<file path="src/rtl/cam_masked.sv">
`default_nettype none
// ============================================================================
// Module      : cam_masked
// Description : Masked content-addressable memory of 2**ADDR_WIDTH entries,
//               each a {cmd_id, proc_id} pair plus a valid bit. Entries are
//               written or deleted by address. Every entry is compared against
//               compare_data on every cycle, with separate cmd/proc compare
//               enables. A registered, priority-encoded result is returned one
//               cycle after the key is sampled.
// Revision    : 1.0 - initial release
// ============================================================================
module cam_masked #(
    parameter int    DATA_WIDTH  = 6,
    parameter int    ADDR_WIDTH  = 3,
    parameter string CAM_STYLE   = "BRAM",
    parameter int    SLICE_WIDTH = 4
) (
    input  logic                     clk,
    input  logic                     rst,
    input  logic [ADDR_WIDTH-1:0]    write_addr,
    input  logic [DATA_WIDTH-1:0]    write_data,
    input  logic                     write_delete,
    input  logic                     write_enable,
    input  logic [1:0]               select_mask,
    input  logic [DATA_WIDTH-1:0]    compare_data,
    output logic                     write_busy,
    output logic [2**ADDR_WIDTH-1:0] match_many,
    output logic [2**ADDR_WIDTH-1:0] match_single,
    output logic [ADDR_WIDTH-1:0]    match_addr,
    output logic                     match,
    output logic                     setup
);

    localparam int c_DEPTH      = 2**ADDR_WIDTH;
    localparam int c_CMD_W      = 4;
    localparam int c_PROC_W     = DATA_WIDTH - c_CMD_W;
    localparam int c_NUM_SLICES = (DATA_WIDTH + SLICE_WIDTH - 1) / SLICE_WIDTH;
    localparam int c_PAD_W      = c_NUM_SLICES * SLICE_WIDTH;
    // SRL storage is cleared from the top entry down, BRAM from entry 0 up;
    // the sweep length and all externally visible timing are the same.
    localparam bit c_SWEEP_DOWN = (CAM_STYLE == "SRL");
    localparam logic [ADDR_WIDTH-1:0] c_LAST_STEP = {ADDR_WIDTH{1'b1}};

    // ST_COMMIT is the cycle the captured request lands in storage;
    // ST_RELEASE holds busy one more cycle so the new content is settled
    // before another request can be accepted.
    typedef enum logic [1:0] {
        ST_SETUP   = 2'd0,
        ST_IDLE    = 2'd1,
        ST_COMMIT  = 2'd2,
        ST_RELEASE = 2'd3
    } state_t;

    state_t                r_state_q,   w_state_d;
    logic [ADDR_WIDTH-1:0] r_sweep_q,   w_sweep_d;
    logic [ADDR_WIDTH-1:0] r_wr_addr_q, w_wr_addr_d;
    logic [DATA_WIDTH-1:0] r_wr_data_q, w_wr_data_d;
    logic                  r_wr_del_q,  w_wr_del_d;
    logic [DATA_WIDTH-1:0] r_entry_q [c_DEPTH];
    logic [DATA_WIDTH-1:0] w_entry_d [c_DEPTH];
    logic [c_DEPTH-1:0]    r_valid_q,   w_valid_d;
    logic                  r_busy_q,    w_busy_d;
    logic                  r_setup_q,   w_setup_d;
    logic [c_DEPTH-1:0]    r_many_q,    w_many_d;
    logic [c_DEPTH-1:0]    r_single_q,  w_single_d;
    logic [ADDR_WIDTH-1:0] r_addr_q,    w_addr_d;
    logic                  r_match_q,   w_match_d;
    logic [ADDR_WIDTH-1:0] w_sweep_idx;
    logic [DATA_WIDTH-1:0] w_key_mask;

    assign w_sweep_idx = c_SWEEP_DOWN ? ~r_sweep_q : r_sweep_q;

    // Sequencing of the setup sweep and of write/delete requests.
    always_comb begin
        w_state_d   = r_state_q;
        w_sweep_d   = r_sweep_q;
        w_wr_addr_d = r_wr_addr_q;
        w_wr_data_d = r_wr_data_q;
        w_wr_del_d  = r_wr_del_q;
        w_valid_d   = r_valid_q;
        w_entry_d   = r_entry_q;
        case (r_state_q)
            ST_SETUP: begin
                w_valid_d[w_sweep_idx] = 1'b0;
                w_sweep_d              = r_sweep_q + ADDR_WIDTH'(1);
                if (r_sweep_q == c_LAST_STEP) begin
                    w_state_d = ST_IDLE;
                end
            end
            ST_IDLE: begin
                if (write_enable) begin
                    w_wr_addr_d = write_addr;
                    w_wr_data_d = write_data;
                    w_wr_del_d  = write_delete;
                    w_state_d   = ST_COMMIT;
                end
            end
            ST_COMMIT: begin
                w_valid_d[r_wr_addr_q] = ~r_wr_del_q;
                if (!r_wr_del_q) begin
                    w_entry_d[r_wr_addr_q] = r_wr_data_q;
                end
                w_state_d = ST_RELEASE;
            end
            ST_RELEASE: begin
                w_state_d = ST_IDLE;
            end
            default: begin
                w_state_d = ST_SETUP;
            end
        endcase
        w_busy_d  = (w_state_d != ST_IDLE);
        w_setup_d = (w_state_d == ST_SETUP);
    end

    // Disabled fields are zeroed out of the difference so they always agree.
    assign w_key_mask = {{c_CMD_W{select_mask[1]}}, {c_PROC_W{select_mask[0]}}};

    for (genvar gi = 0; gi < c_DEPTH; gi++) begin : g_cmp
        logic [c_PAD_W-1:0] w_diff;
        logic               w_hit;

        assign w_diff = c_PAD_W'((r_entry_q[gi] ^ compare_data) & w_key_mask);

        // An entry hits only when every compare slice shows no difference.
        always_comb begin
            w_hit = 1'b1;
            for (int s = 0; s < c_NUM_SLICES; s++) begin
                if (w_diff[s*SLICE_WIDTH +: SLICE_WIDTH] != '0) begin
                    w_hit = 1'b0;
                end
            end
        end

        assign w_many_d[gi] = r_valid_q[gi] & w_hit & (|select_mask);
    end

    // Lowest matching index wins; scanning downward leaves the lowest last.
    always_comb begin
        w_single_d = '0;
        w_addr_d   = '0;
        for (int i = c_DEPTH - 1; i >= 0; i--) begin
            if (w_many_d[i]) begin
                w_single_d    = '0;
                w_single_d[i] = 1'b1;
                w_addr_d      = ADDR_WIDTH'(i);
            end
        end
        w_match_d = |w_many_d;
    end

    // Control, valid bits and registered match results.
    always_ff @(posedge clk) begin
        if (rst) begin
            r_state_q   <= ST_SETUP;
            r_sweep_q   <= '0;
            r_wr_addr_q <= '0;
            r_wr_data_q <= '0;
            r_wr_del_q  <= 1'b0;
            r_valid_q   <= '0;
            r_busy_q    <= 1'b1;
            r_setup_q   <= 1'b1;
            r_many_q    <= '0;
            r_single_q  <= '0;
            r_addr_q    <= '0;
            r_match_q   <= 1'b0;
        end else begin
            r_state_q   <= w_state_d;
            r_sweep_q   <= w_sweep_d;
            r_wr_addr_q <= w_wr_addr_d;
            r_wr_data_q <= w_wr_data_d;
            r_wr_del_q  <= w_wr_del_d;
            r_valid_q   <= w_valid_d;
            r_busy_q    <= w_busy_d;
            r_setup_q   <= w_setup_d;
            r_many_q    <= w_many_d;
            r_single_q  <= w_single_d;
            r_addr_q    <= w_addr_d;
            r_match_q   <= w_match_d;
        end
    end

    // Entry payload needs no reset: the valid bits gate every use of it.
    always_ff @(posedge clk) begin
        r_entry_q <= w_entry_d;
    end

    assign write_busy   = r_busy_q;
    assign setup        = r_setup_q;
    assign match_many   = r_many_q;
    assign match_single = r_single_q;
    assign match_addr   = r_addr_q;
    assign match        = r_match_q;

endmodule
`default_nettype wire

</file>
<file path="config.mk">
export PLATFORM = sky130hd
export DESIGN_NAME = cam_masked
export DESIGN_NICKNAME = d
export VERILOG_FILES = /design/src/rtl/cam_masked.sv
export SDC_FILE = /design/constraint.sdc
export NUM_CORES = 1
export LEC_CHECK = 0
export ABC_CLOCK_PERIOD_IN_PS = 2600
export BUFFER_PORTS_ARGS = -buffer_cell sky130_fd_sc_hd__buf_2
export CORE_MARGIN = 2
export CORE_UTILIZATION = 50
export DETAILED_ROUTE_END_ITERATION = 6
export PLACE_DENSITY = 0.67
export SLEW_MARGIN = 20
export SYNTH_ARGS = -nofsm -noshare
export SYNTH_HDL_FRONTEND = slang
export SYNTH_SLANG_ARGS = --single-unit
</file>
<file path="constraint.sdc">
create_clock -name clk -period 2.6 [get_ports clk]
set_clock_uncertainty 0.2 [all_clocks]
set_input_delay 0 -clock clk [delete_from_list [all_inputs] [get_ports clk]]
set_output_delay 0 -clock clk [all_outputs]
set_load 0.05 [all_outputs]
</file>
# Yosys cells after proc, flatten, opt, wreduce, memory -nomap -nowiden
# Cells that the tools add are included.
word_totals:
  register_bits: 93
  output_inout_bits: 22
  wordCells: 153
classes:
  addsub: 1
  magnitude_cmp: 6
  eq_ne: 5
  muxes: 43
  n_bitwise: 36
  n_reduce_logical: 33
ops:
  columns: ["cell", "n"]
  rows:
  - ["4-bit nonzero test", 16]
  - ["6-bit AND", 8]
  - ["48-bit bitwise mux", 1]
  - ["6-bit bitwise XOR", 8]
  - ["1-bit two-way mux", 20]
  - ["6-bit demux with 3-bit select", 1]
  - ["1-bit AND", 16]
  - ["8-bit case mux with 2 select lines", 1]
  - ["8-bit OR reduction", 2]
  - ["3-bit two-way mux", 5]
  - ["6-bit two-way mux", 2]
  - ["2-bit two-way mux", 5]
  - ["8-bit AND", 1]
  - ["8-bit bitwise mux", 1]
  - ["3-bit by 4-bit less-than comparator with 1-bit output (second input constant)", 2]
  - ["8-bit two-way mux", 1]
  - ["8-bit inverter", 1]
  - ["2-bit case mux with 4 select lines", 1]
  - ["7-bit two-way mux", 1]
  - ["7-bit OR reduction", 1]
  - ["1-bit demux with 3-bit select", 2]
  - ["3-bit by 1-bit >= comparator with 1-bit output (second input constant)", 2]
  - ["6-bit OR reduction", 1]
  - ["5-bit two-way mux", 1]
  - ["other kinds (18)", 24]

# Depth between registers and ports, before layout
# Gate-level depths: netlist of run 1.
logic_depth:
  word_depth: 15
  mapped_depth: 7
  ltp_nobuf: 6

# Worst setup path before layout of run 1
# Ideal clock, no wire load.
synth_path:
  path_kind: "reg-to-reg"
  start: "register r_state_q[0]"
  end: "register r_entry_q[42] (netlist name), enable pin"
  setup_ns: 0.379
  arrival_ns: 1.375
  required_ns: 2.021
  path_slack_ns: 0.646
  stages_incl_launch_ff: 4
  n_path_buf: 0
  period_less_slack_ns: 1.954
  cell_sequence: "dfxtp_1 -> nand2b_1 -> or3_1 -> nor3_1"
synth_between:
  elab_chain_len: 2
synth_rtl:
  columns: ["element", "line", "rtl"]
  rows:
  - ["start, declared", "54", "state_t r_state_q, w_state_d;"]
  - ["start signal, assigned", "168", "r_state_q <= w_state_d;"]
  - ["2-bit == test", "82", "case (r_state_q)"]
  - ["2-bit AND reduction (no line)", null, null]
  - ["end signal, assigned", "185", "r_entry_q <= w_entry_d;"]
  - ["end, declared", "59", "logic [DATA_WIDTH-1:0] r_entry_q [c_DEPTH];"]
# No other way between the ends.
# A chain may end at the register's enable or synchronous reset.

# Worst setup path in the final report of run 1
layout_path:
  start: "register r_state_q[0]"
  end: "register r_wr_data_q[3]"
layout_between:
  elab_chain_len: 2
layout_rtl:
  columns: ["element", "line", "rtl"]
  rows:
  - ["2-bit by 1-bit == test with 1-bit output", "82", null]
  - ["2-bit AND reduction (no line)", null, null]
  - ["end signal, assigned", "171", "r_wr_data_q <= w_wr_data_d;"]
  - ["end, declared", "57", "logic [DATA_WIDTH-1:0] r_wr_data_q, w_wr_data_d;"]
# No other way between the ends.

==> impl_results.md, run 1 <==
* I/O pins at 43
* Vias at 2,466
* Comb pwr share at 0.067
* Commonest non-fill, non-tap cell in the layout: edfxtp_1
* Period utilization at 0.879
* ANT cells at 0
* Most frequent cells in the layout: edfxtp_1, xor2_1, dfxtp_1, buf_2, nor2_1
* Flops & latches, synth at 92
* Initial antenna violation count at 0
* Die X at 91.9 um
* Total power density per cell area at 586 mW/mm2
* Global route overflow at 0
* Status: complete, no violations
* Mapped Area at 0.00386 mm2
* Post-Synthesis Cells at 317
* Reg clk slew, reported paths at 0.09 ns
* Detail-routed via count per cell at 5.05
* Post-detail-place hpwl at 5040 um
* Wire per inst at 15.3 um
* CP startpoint kind: flop
* Total chip power at 2.67 mW
* Placed cell count at 449
* Hold endpoint: match_many[2]
* Largest net degree at the start of global routing at 35
* Vias in the first global route at 2,501
* Crit path DAT at 2.33 ns
* Int Pwr at 2.06 mW
* Die height at 91.9 um
* Critical Path End Type: flop
* Worst hold stages at 4
* VDD IR max at 0.328 mV
* Routed Antenna Nets at 0
* Hold Vio Cnt, Final at 0
* Area grow syn2layout at 18.3%
* Required @ worst endpoint at 2.64 ns
* Residual DRC at 0
* Sequential share of the synthesized area at 0.601
* Sum of negative setup slack at 0 ns
* Max Root-Sink Buffers at 2
* Final Max Tran Viols at 0
* Crit Reg-Reg Endpoint: r_wr_data_q[3]
* Fillers at 646
* First-pass iteration count of the detailed router at 4
* Static Leak at 2.01 nW
* Fraction of power consumed by sequential logic at 0.578
* Net Count, Synth at 340
* Worst-Margin Slew at 0.727 ns
* Post-CTS Setup Bufs at 0
* Critical path origin: r_state_q[0]
* Hold_sp: select_mask[1]
* Fin crit period at 2.29 ns
* Full die area at 0.00844 mm2
* Number of port buffers at 42
* Share of layout cells above drive strength 1 at 0.207
* Worst path max stage delay at 0.58 ns
* R2R Setup Slk at 0.31 ns
* # setup viols final at 0
* DR iter-0 viols at 145
* Reg2reg path depth at 4
* Worst skew pair latency at 0.35 ns
* Switching power of the nets at 0.619 mW
* CTS H-tree lvls at 3
* Cell family with most CP delay: simple AND/OR/NAND/NOR gates
* Number of buffers created by CTS at 9
* Synth cell types at 41
* Critical path cell sequence: nand3b_1 -> mux2i_1 -> nor2_1 -> dlygate4sd3_1
* R2r startpoint: r_state_q[0]
* Number of clock sinks at 92
* First-pass GRT wire length at 12,300 um
* Clock power frac at 0.355
* Routability cong. at 0.821
* RSZ-0062 raised after global routing: false
* # nets final at 404
* Worst slew margin at 0.514
* Crit path buf inv count at 1
* # rows at 32
* CTS tree: built
* CP max stage cell: dlygate4sd3_1
* Fmax at 0.438 GHz
* Total Wirelength at 7470 um
* Root Driver: clkbuf_8
* Crit path max fanout at 13
* Critical Setup Path Class: reg2reg
* Sw frac at 0.232
* Synth warn at 0
* Max-Cap Viols at 0
* Hold WS at 0.0153 ns
* All-layer global routing usage at 0.193
* Core area at 0.00761 mm2
* Synthesized area per cell at 12.2 um2
* Starting density of the core at 0.508
* Worst Hold Class: in2reg
* Finished Layout Cells at 488
[power groups by stage]
stage          clock network, mW  registers [mW]  logic (mW)
2_1_floorplan                  0            1.57       0.128
3_3_place_gp                   0            1.58       0.161
3_5_place_dp                   0            1.58       0.165
4_1_cts                    0.968            1.54       0.180
5_1_grt                     1.04            1.55       0.202
6_report                   0.951            1.54       0.179
[worst max path at each step]
stage,to,depth (start not counted)
6_report,r_wr_data_q[3],4
3_3_place_gp,match_addr[0],6
3_5_place_dp,match_addr[0],5
5_1_grt,r_wr_addr_q[0],4
4_1_cts,match_many[7],6
2_1_floorplan,r_entry_q[42],3
[what timing repair did]
item                       in CTS  in global routing
resized for setup               0                  0
setup endpoints to repair       0                  1
hold buffers                   24                  0
hold endpoints to repair       33                  0
[logic make-up (layout without fill, tap and decap cells)]
kind of cell             Yosys count  count (layout)  share of synthesized area
AO/OA/AOI/OAI                     49              49                     0.0875
XOR/XNOR                          49              49                      0.113
adder cells (fa/ha/maj)            2               2                    0.00648
buffers and inverters             28              97                     0.0395
flip-flops                        92              92                      0.601
multiplexers                      10              10                     0.0259
AND/OR/NAND/NOR                   87              87                      0.126
[metal layers]
metal	GRT usage	vias to the layer above	share of wire	wire length, um
met5	0	-	0	0
met4	0.0759	0	0.012	87
met3	0.0394	7	0.038	284
met2	0.328	57	0.49	3680
met1	0.242	1159	0.46	3410
li1	-	1243	-	-
[flip-flops by register name, indices dropped and copies added, names as in the netlist, 2 cells and up]
signal / flops
r_valid_q: 8
r_wr_addr_q: 3
r_sweep_q: 3
r_state_q: 2
r_wr_data_q: 6
match_single: 7
r_entry_q: 48
match_many: 8
match_addr: 3
[worst reg2reg max path, cell delays in order, from the launching register on]
cell           delay, ns
dfxtp_1             0.44
nand3b_1            0.54
mux2i_1             0.35
nor2_1              0.07
dlygate4sd3_1       0.58
[area by class of cell]
type	instances	area, um2	area share
clock buffer	10	128	0.0279
clock inverter	6	72.6	0.0159
inverter	8	30.0	0.00657
multi-input combinational	197	1390	0.304
sequential	92	2320	0.508
tap	102	128	0.0279
timing repair buffer	73	500	0.110
[Yosys cell counts, drive strengths merged]
cell type | count | area, um2
edfxtp | 48 | 1440
xor2 | 48 | 428
dfxtp | 44 | 881
nor2 | 32 | 120
a21oi | 15 | 75.1
o21ai | 14 | 70.1
nor3 | 11 | 55.1
buf | 10 | 85.1
clkbuf | 10 | 37.5
mux2i | 10 | 100
nand4 | 9 | 93.8
inv | 8 | 30.0
nor2b | 8 | 50.1
o41ai | 8 | 108
nand2 | 6 | 22.5
nand3b | 6 | 45.0
a31oi | 4 | 25.0
and2 | 4 | 27.5
nand2b | 4 | 25.0
o22ai | 4 | 25.0
and3 | 2 | 17.5
ha | 2 | 25.0
or2 | 2 | 12.5
a21o | 1 | 7.51
a311oi | 1 | 8.76
a41oi | 1 | 8.76
nand3 | 1 | 5.00
nor3b | 1 | 7.51
o21ba | 1 | 10.0
or3 | 1 | 6.26
xnor2 | 1 | 8.76
[stage by stage]
step / instance area (um2) / util / setup slack [ns]
finish: 4570 / 0.600 / 0.314
global route: 4570 / 0.600 / 0.175
CTS: 4580 / 0.602 / 0.0414
detailed placement: 4140 / 0.544 / 0.450
global placement: 4140 / 0.544 / 0.525
floorplan: 3860 / - / 0.646
Power figures use the tool's default switching activity.
==> run 2: changes to the inputs <==
- ABC_CLOCK_PERIOD_IN_PS: 2600 -> 2360
- SETUP_SLACK_MARGIN: not set -> 0.4
- clock period: 2.6 -> 2.36 ns (I/O delays scaled with it)
==> impl_results.md, run 2 (synthesized netlist as in run 1, its figures left out) <==
* Status: complete, no violations
* Area grow syn2layout at 19.0%
* Commonest non-fill, non-tap cell in the layout: edfxtp_1
* Routability cong. at 0.820 (-0.12%)
* Share of layout cells above drive strength 1 at 0.265 (+0.0582)
* Worst slew margin at 0.520 (+0.00686)
* Setup WS pre-CTS at 0.282 ns (-0.169 ns)
* Worst Hold Class: in2reg
* Met1 WL at 3380 um (-0.94%)
* Post-detail-place hpwl at 4970 um (-1.2%)
* Setup ws final at 0.342 ns (+0.0273 ns)
* I/O pins at 43 (unchanged)
* Total Wirelength at 7480 um (+0.21%)
* CP startpoint kind: flop
* Post-Place Cell Area at 0.00414 mm2 (unchanged)
* Routed Antenna Nets at 0 (unchanged)
* Met3 WL at 235 um (-17%)
* First-pass GRT wire length at 12,200 um (-1.2%)
* Root Driver: clkbuf_8
* Vias in the first global route at 2,460 (-1.6%)
* Total chip power at 2.92 mW (+9.0%)
* Crit path max fanout at 3 (-10)
* Crit path DAT at 2.12 ns (-0.21 ns)
* First-pass iteration count of the detailed router at 6 (+2)
* Most frequent cells in the layout: edfxtp_1, xor2_1, dfxtp_1, buf_2, nor2_1
* Worst skew pair latency at 0.35 ns (about the same)
* # nets final at 406 (+0.50%)
* Fin crit period at 2.02 ns (-0.267 ns)
* Most flops, register: r_entry_q
* Detail-routed via count per cell at 5.15 (+2.0%)
* Sum of negative setup slack at 0 ns (unchanged)
* DR top layer: met4
* Fmax at 0.495 GHz (+13%)
* Static Leak at 2.05 nW (+2.0%)
* Number of buffers created by CTS at 9 (unchanged)
* CP max stage cell: edfxtp_1
* Hold Vio Cnt, Final at 0 (unchanged)
* Final Max Tran Viols at 0 (unchanged)
* Critical path cell sequence: xor2_1 -> o41ai_2 -> nand4_1 -> buf_4 -> nor2_1 -> and3_4
* Fillers at 654 (+1.2%)
* Die X at 91.9 um (unchanged)
* Final Instance Area at 0.00460 mm2 (+0.66%)
* Wire per inst at 15.3 um (-0.19%)
* DR iter-0 viols at 161 (+11%)
* All-layer global routing usage at 0.190 (-0.00318)
* Worst-Margin Slew at 0.717 ns (-0.0103 ns)
* Die height at 91.9 um (unchanged)
* Full die area at 0.00844 mm2 (unchanged)
* Max-Cap Viols at 0 (unchanged)
* Met2 wire len at 3690 um (+0.35%)
* Worst path max stage delay at 0.38 ns (-0.20 ns)
* Reg clk slew, reported paths at 0.09 ns (about the same)
* # rows at 32 (unchanged)
* CTS tree: built
* # setup viols final at 0 (unchanged)
* Core area at 0.00761 mm2 (unchanged)
* RSZ-0062 raised after global routing: true
* Critical Path End Type: flop
* Total power density per cell area at 634 mW/mm2 (+8.3%)
* Largest register FFs at 48 (unchanged)
* Number of clock sinks at 92 (unchanged)
* Number of port buffers at 42 (unchanged)
* Required @ worst endpoint at 2.46 ns (-0.18 ns)
* Initial antenna violation count at 0 (unchanged)
* Global route overflow at 0 (unchanged)
* VDD IR max at 0.439 mV (+34%)
* Starting density of the core at 0.508 (unchanged)
* Vias at 2,525 (+2.4%)
* CTS H-tree lvls at 3 (unchanged)
* Max Root-Sink Buffers at 2 (unchanged)
* Critical Setup Path Class: reg2reg
* Largest net degree at the start of global routing at 35 (unchanged)
* Residual DRC at 0 (unchanged)
* ANT cells at 0 (unchanged)
* Period utilization at 0.855 (-0.0239)
run 2: worst max-delay path, delay by kind of cell, from the launching register on:
| kind | cells | cell delay, ns |
|---|---|---|
| XOR/XNOR | 1 | 0.16 |
| AND/OR/NAND/NOR | 3 | 0.63 |
| AO/OA/AOI/OAI | 1 | 0.38 |
| buffers and inverters | 1 | 0.22 |
| flip-flops | 1 | 0.38 |
run 2: path summary, 6_finish.rpt:
path                       start         endpoint  slack, ns  cells after the start
setup / recovery   r_entry_q[16]  match_single[5]       0.34                      6
hold / removal    select_mask[1]    match_many[7]       0.11                      5
setup reg to reg   r_entry_q[16]  match_single[5]       0.34                      6
hold reg to reg     r_valid_q[5]     r_valid_q[5]       0.29                      2
run 2: layout make-up:
| cell class | instances | area (um2) | share of cell area |
|---|---|---|---|
| sequential | 92 | 2320 | 0.505 |
| multi-input combinational | 197 | 1440 | 0.312 |
| timing repair buffer | 75 | 488 | 0.106 |
| clock buffer | 12 | 165 | 0.0359 |
| tap | 102 | 128 | 0.0278 |
| inverter | 8 | 30.0 | 0.00653 |
| clock inverter | 4 | 28.8 | 0.00626 |
run 2: repair_timing:
item,in CTS,in global routing
resized for setup,7,3
hold endpoints to repair,30,0
pin swaps,14,7
buffers inserted,8,5
endpoints found under the setup margin,7,9
hold buffers,12,0
run 2: layer usage:
metal,GRT usage,up-vias
met5,0,-
met3,0.0411,16
met1,0.248,1212
met2,0.307,52
met4,0.0796,0
li1,-,1245
run 2: power breakdown:
group,switching [mW],total [mW],internal (mW)
registers,0.0239,1.70,1.68
clock network,0.535,1.01,0.475
logic,0.115,0.203,0.0878
run 2: stage by stage:
stage | std cells | hold slack (ns) | utilization
2_1_floorplan | 317 | -0.0561 | -
3_3_place_gp | 449 | 0.0273 | 0.544
3_5_place_dp | 449 | 0.0368 | 0.544
4_1_cts | 485 | 0.0734 | 0.599
5_1_grt | 490 | 0.109 | 0.604
6_report | 490 | 0.107 | 0.604
==> run 3: changes to the inputs <==
--- a/config.mk
+++ b/config.mk
@@ -11,4 +11,5 @@
 export CORE_UTILIZATION = 50
 export DETAILED_ROUTE_END_ITERATION = 6
+export HOLD_SLACK_MARGIN = 0.05
 export PLACE_DENSITY = 0.67
 export SETUP_SLACK_MARGIN = 0.4
==> constraint.sdc (replaced) <==
create_clock -name clk -period 2.36 [get_ports clk]
set_clock_uncertainty 0.2 [all_clocks]
set_input_delay 0.472 -clock clk [delete_from_list [all_inputs] [get_ports clk]]
set_output_delay 0.472 -clock clk [all_outputs]
set_load 0.05 [all_outputs]
==> impl_results.md, run 3 (synthesized netlist as in run 1, its figures left out) <==
* Status: complete, no violations
* All-layer global routing usage at 0.198 (+0.00867)
* Most frequent cells in the layout: edfxtp_1, xor2_1, dfxtp_1, buf_2, nor2_1
* Fin crit period at 2.04 ns (+0.0201 ns)
* VDD IR max at 0.414 mV (-5.7%)
* Die X at 91.9 um (unchanged)
* Period utilization at 0.864 (+0.00852)
* # nets final at 393 (-3.2%)
* Static Leak at 1.99 nW (-2.9%)
* Sw frac at 0.237 (+0.00597)
* Post-Place Cell Area at 0.00420 mm2 (+1.5%)
* Final Instance Area at 0.00448 mm2 (-2.6%)
* Worst-Margin Slew at 0.626 ns (-0.0908 ns)
* Global route overflow at 0 (unchanged)
* Share of layout cells above drive strength 1 at 0.280 (+0.0145)
* Most flops, register: r_entry_q
* Switching power of the nets at 0.684 mW (+1.4%)
* # setup viols final at 0 (unchanged)
* Cell depth of the worst setup path at 6 (unchanged)
* Total chip power at 2.88 mW (-1.1%)
* Worst path max stage delay at 0.47 ns (+0.09 ns)
* Crit path buf inv count at 0 (-1)
* Core area at 0.00761 mm2 (unchanged)
* First-pass iteration count of the detailed router at 4 (-2)
* Sum of negative setup slack at 0 ns (unchanged)
* # rows at 32 (unchanged)
* Worst Hold Class: in2reg
* Crit path max fanout at 4 (+1)
* Initial antenna violation count at 0 (unchanged)
* Area grow syn2layout at 16.0%
* CP max stage cell: o41ai_2
* Number of port buffers at 42 (unchanged)
* Largest register FFs at 48 (unchanged)
* Fmax at 0.491 GHz (-0.99%)
* Hold Vio Cnt, Final at 0 (unchanged)
* Max-Cap Viols at 0 (unchanged)
* Reg2reg path depth at 6 (unchanged)
* DR iter-0 viols at 117 (-27%)
* ANT cells at 0 (unchanged)
* Final Max Tran Viols at 0 (unchanged)
* Vias at 2,469 (-2.2%)
* Worst skew pair latency at 0.35 ns (about the same)
* Worst hold stages at 3 (-2)
* I/O pins at 43 (unchanged)
* Total Wirelength at 8010 um (+7.0%)
* Required @ worst endpoint at 2.41 ns (-0.05 ns)
* Reg clk slew, reported paths at 0.09 ns (about the same)
* Vias in the first global route at 2,436 (-0.98%)
* Routability cong. at 0.805 (-1.9%)
* Detail-routed via count per cell at 5.18 (+0.45%)
* Most frequent CP cell: nand3b_1
* Comb pwr share at 0.065 (-0.005)
* Commonest non-fill, non-tap cell in the layout: edfxtp_1
* Critical path cell sequence: xor2_1 -> o41ai_2 -> nand4_2 -> nand3b_1 -> nand3b_1 -> nor2_2
* Number of clock sinks at 92 (unchanged)
* Max Root-Sink Buffers at 2 (unchanged)
* RSZ-0062 raised after global routing: true
* Number of buffers created by CTS at 9 (unchanged)
* Int Pwr at 2.20 mW (-1.9%)
* Root Driver: clkbuf_8
* Post-detail-place hpwl at 5620 um (+13%)
* CTS tree: built
* Fraction of power consumed by sequential logic at 0.590 (+0.006)
* Critical Setup Path Class: reg2reg
* CTS H-tree lvls at 3 (unchanged)
* Residual DRC at 0 (unchanged)
* Critical Path End Type: flop
* Die height at 91.9 um (unchanged)
* First-pass GRT wire length at 12,500 um (+2.8%)
* Total power density per cell area at 643 mW/mm2 (+1.5%)
* CP startpoint kind: flop
* Wire per inst at 16.8 um (+9.9%)
* Full die area at 0.00844 mm2 (unchanged)
* Starting density of the core at 0.508 (unchanged)
* Worst slew margin at 0.582 (+0.0620)
* Crit path DAT at 2.09 ns (-0.03 ns)
* Cell family with most CP delay: simple AND/OR/NAND/NOR gates
* Largest net degree at the start of global routing at 35 (unchanged)
* Clock power frac at 0.345 (about the same)
* Routed Antenna Nets at 0 (unchanged)
run 3: cell count changes in the layout (fill, tap and decap cells not counted), moves of 2 or more:
cell / delta
nor2_1: -2
clkinv_2: +2
a21oi_1: -2
a21oi_2: +2
dlygate4sd3_1: -12
buf_4: -4
buf_6: +3
run 3: worst min-delay path, cell delays in order:
cell	delay (ns)
buf_2	0.07
mux2i_1	0.05
nor2_1	0.07
run 3: path summary, 6_finish.rpt:
kind	startpoint	end	slack, ns
setup reg to reg	r_entry_q[44]	match_single[6]	0.32
setup / recovery	r_entry_q[44]	match_single[6]	0.32
hold reg to reg	r_valid_q[5]	r_valid_q[5]	0.30
hold / removal	write_addr[2]	r_wr_addr_q[2]	0.15
run 3: metrics by stage:
| step | hold slack [ns] | setup slack [ns] | cells | utilization |
|---|---|---|---|---|
| after floorplan | 0.254 | 0.335 | 317 | - |
| after global placement | 0.282 | 0.0405 | 455 | 0.552 |
| after detailed placement | 0.298 | 0.00203 | 455 | 0.552 |
| after CTS | 0.138 | 0.361 | 476 | 0.586 |
| after global routing | 0.153 | 0.260 | 477 | 0.589 |
| final | 0.149 | 0.322 | 477 | 0.589 |
run 3: repair_timing:
action / CTS / global route
hold buffers: 0 / 0
gates resized for setup: 9 / 4
setup buffers: 5 / 1
endpoints found under the setup margin: 6 / 16
pin swaps: 15 / 6
run 3: area by class of cell:
cell class,instances,area [um2]
Inverter,8,30.0
Sequential cell,92,2320
Timing Repair Buffer,62,372
Tap cell,102,128
Clock inverter,5,33.8
Fill cell,665,3130
Multi-Input combinational cell,197,1440
Clock buffer,11,151
run 3: routing by layer:
metal	routed length, um	part of all wire	GRT usage
met2	4150	0.52	0.343
met3	430	0.054	0.0493
met1	3330	0.42	0.247
met4	94	0.012	0.0585
met5	0	0	0
run 3: power by group through the flow:
stage | clock network (mW) | registers, mW | logic [mW]
after CTS | 1.01 | 1.70 | 0.188
after global placement | 0 | 1.74 | 0.182
after global routing | 1.07 | 1.71 | 0.207
final | 0.994 | 1.70 | 0.187
after floorplan | 0 | 1.73 | 0.146
after detailed placement | 0 | 1.74 | 0.186
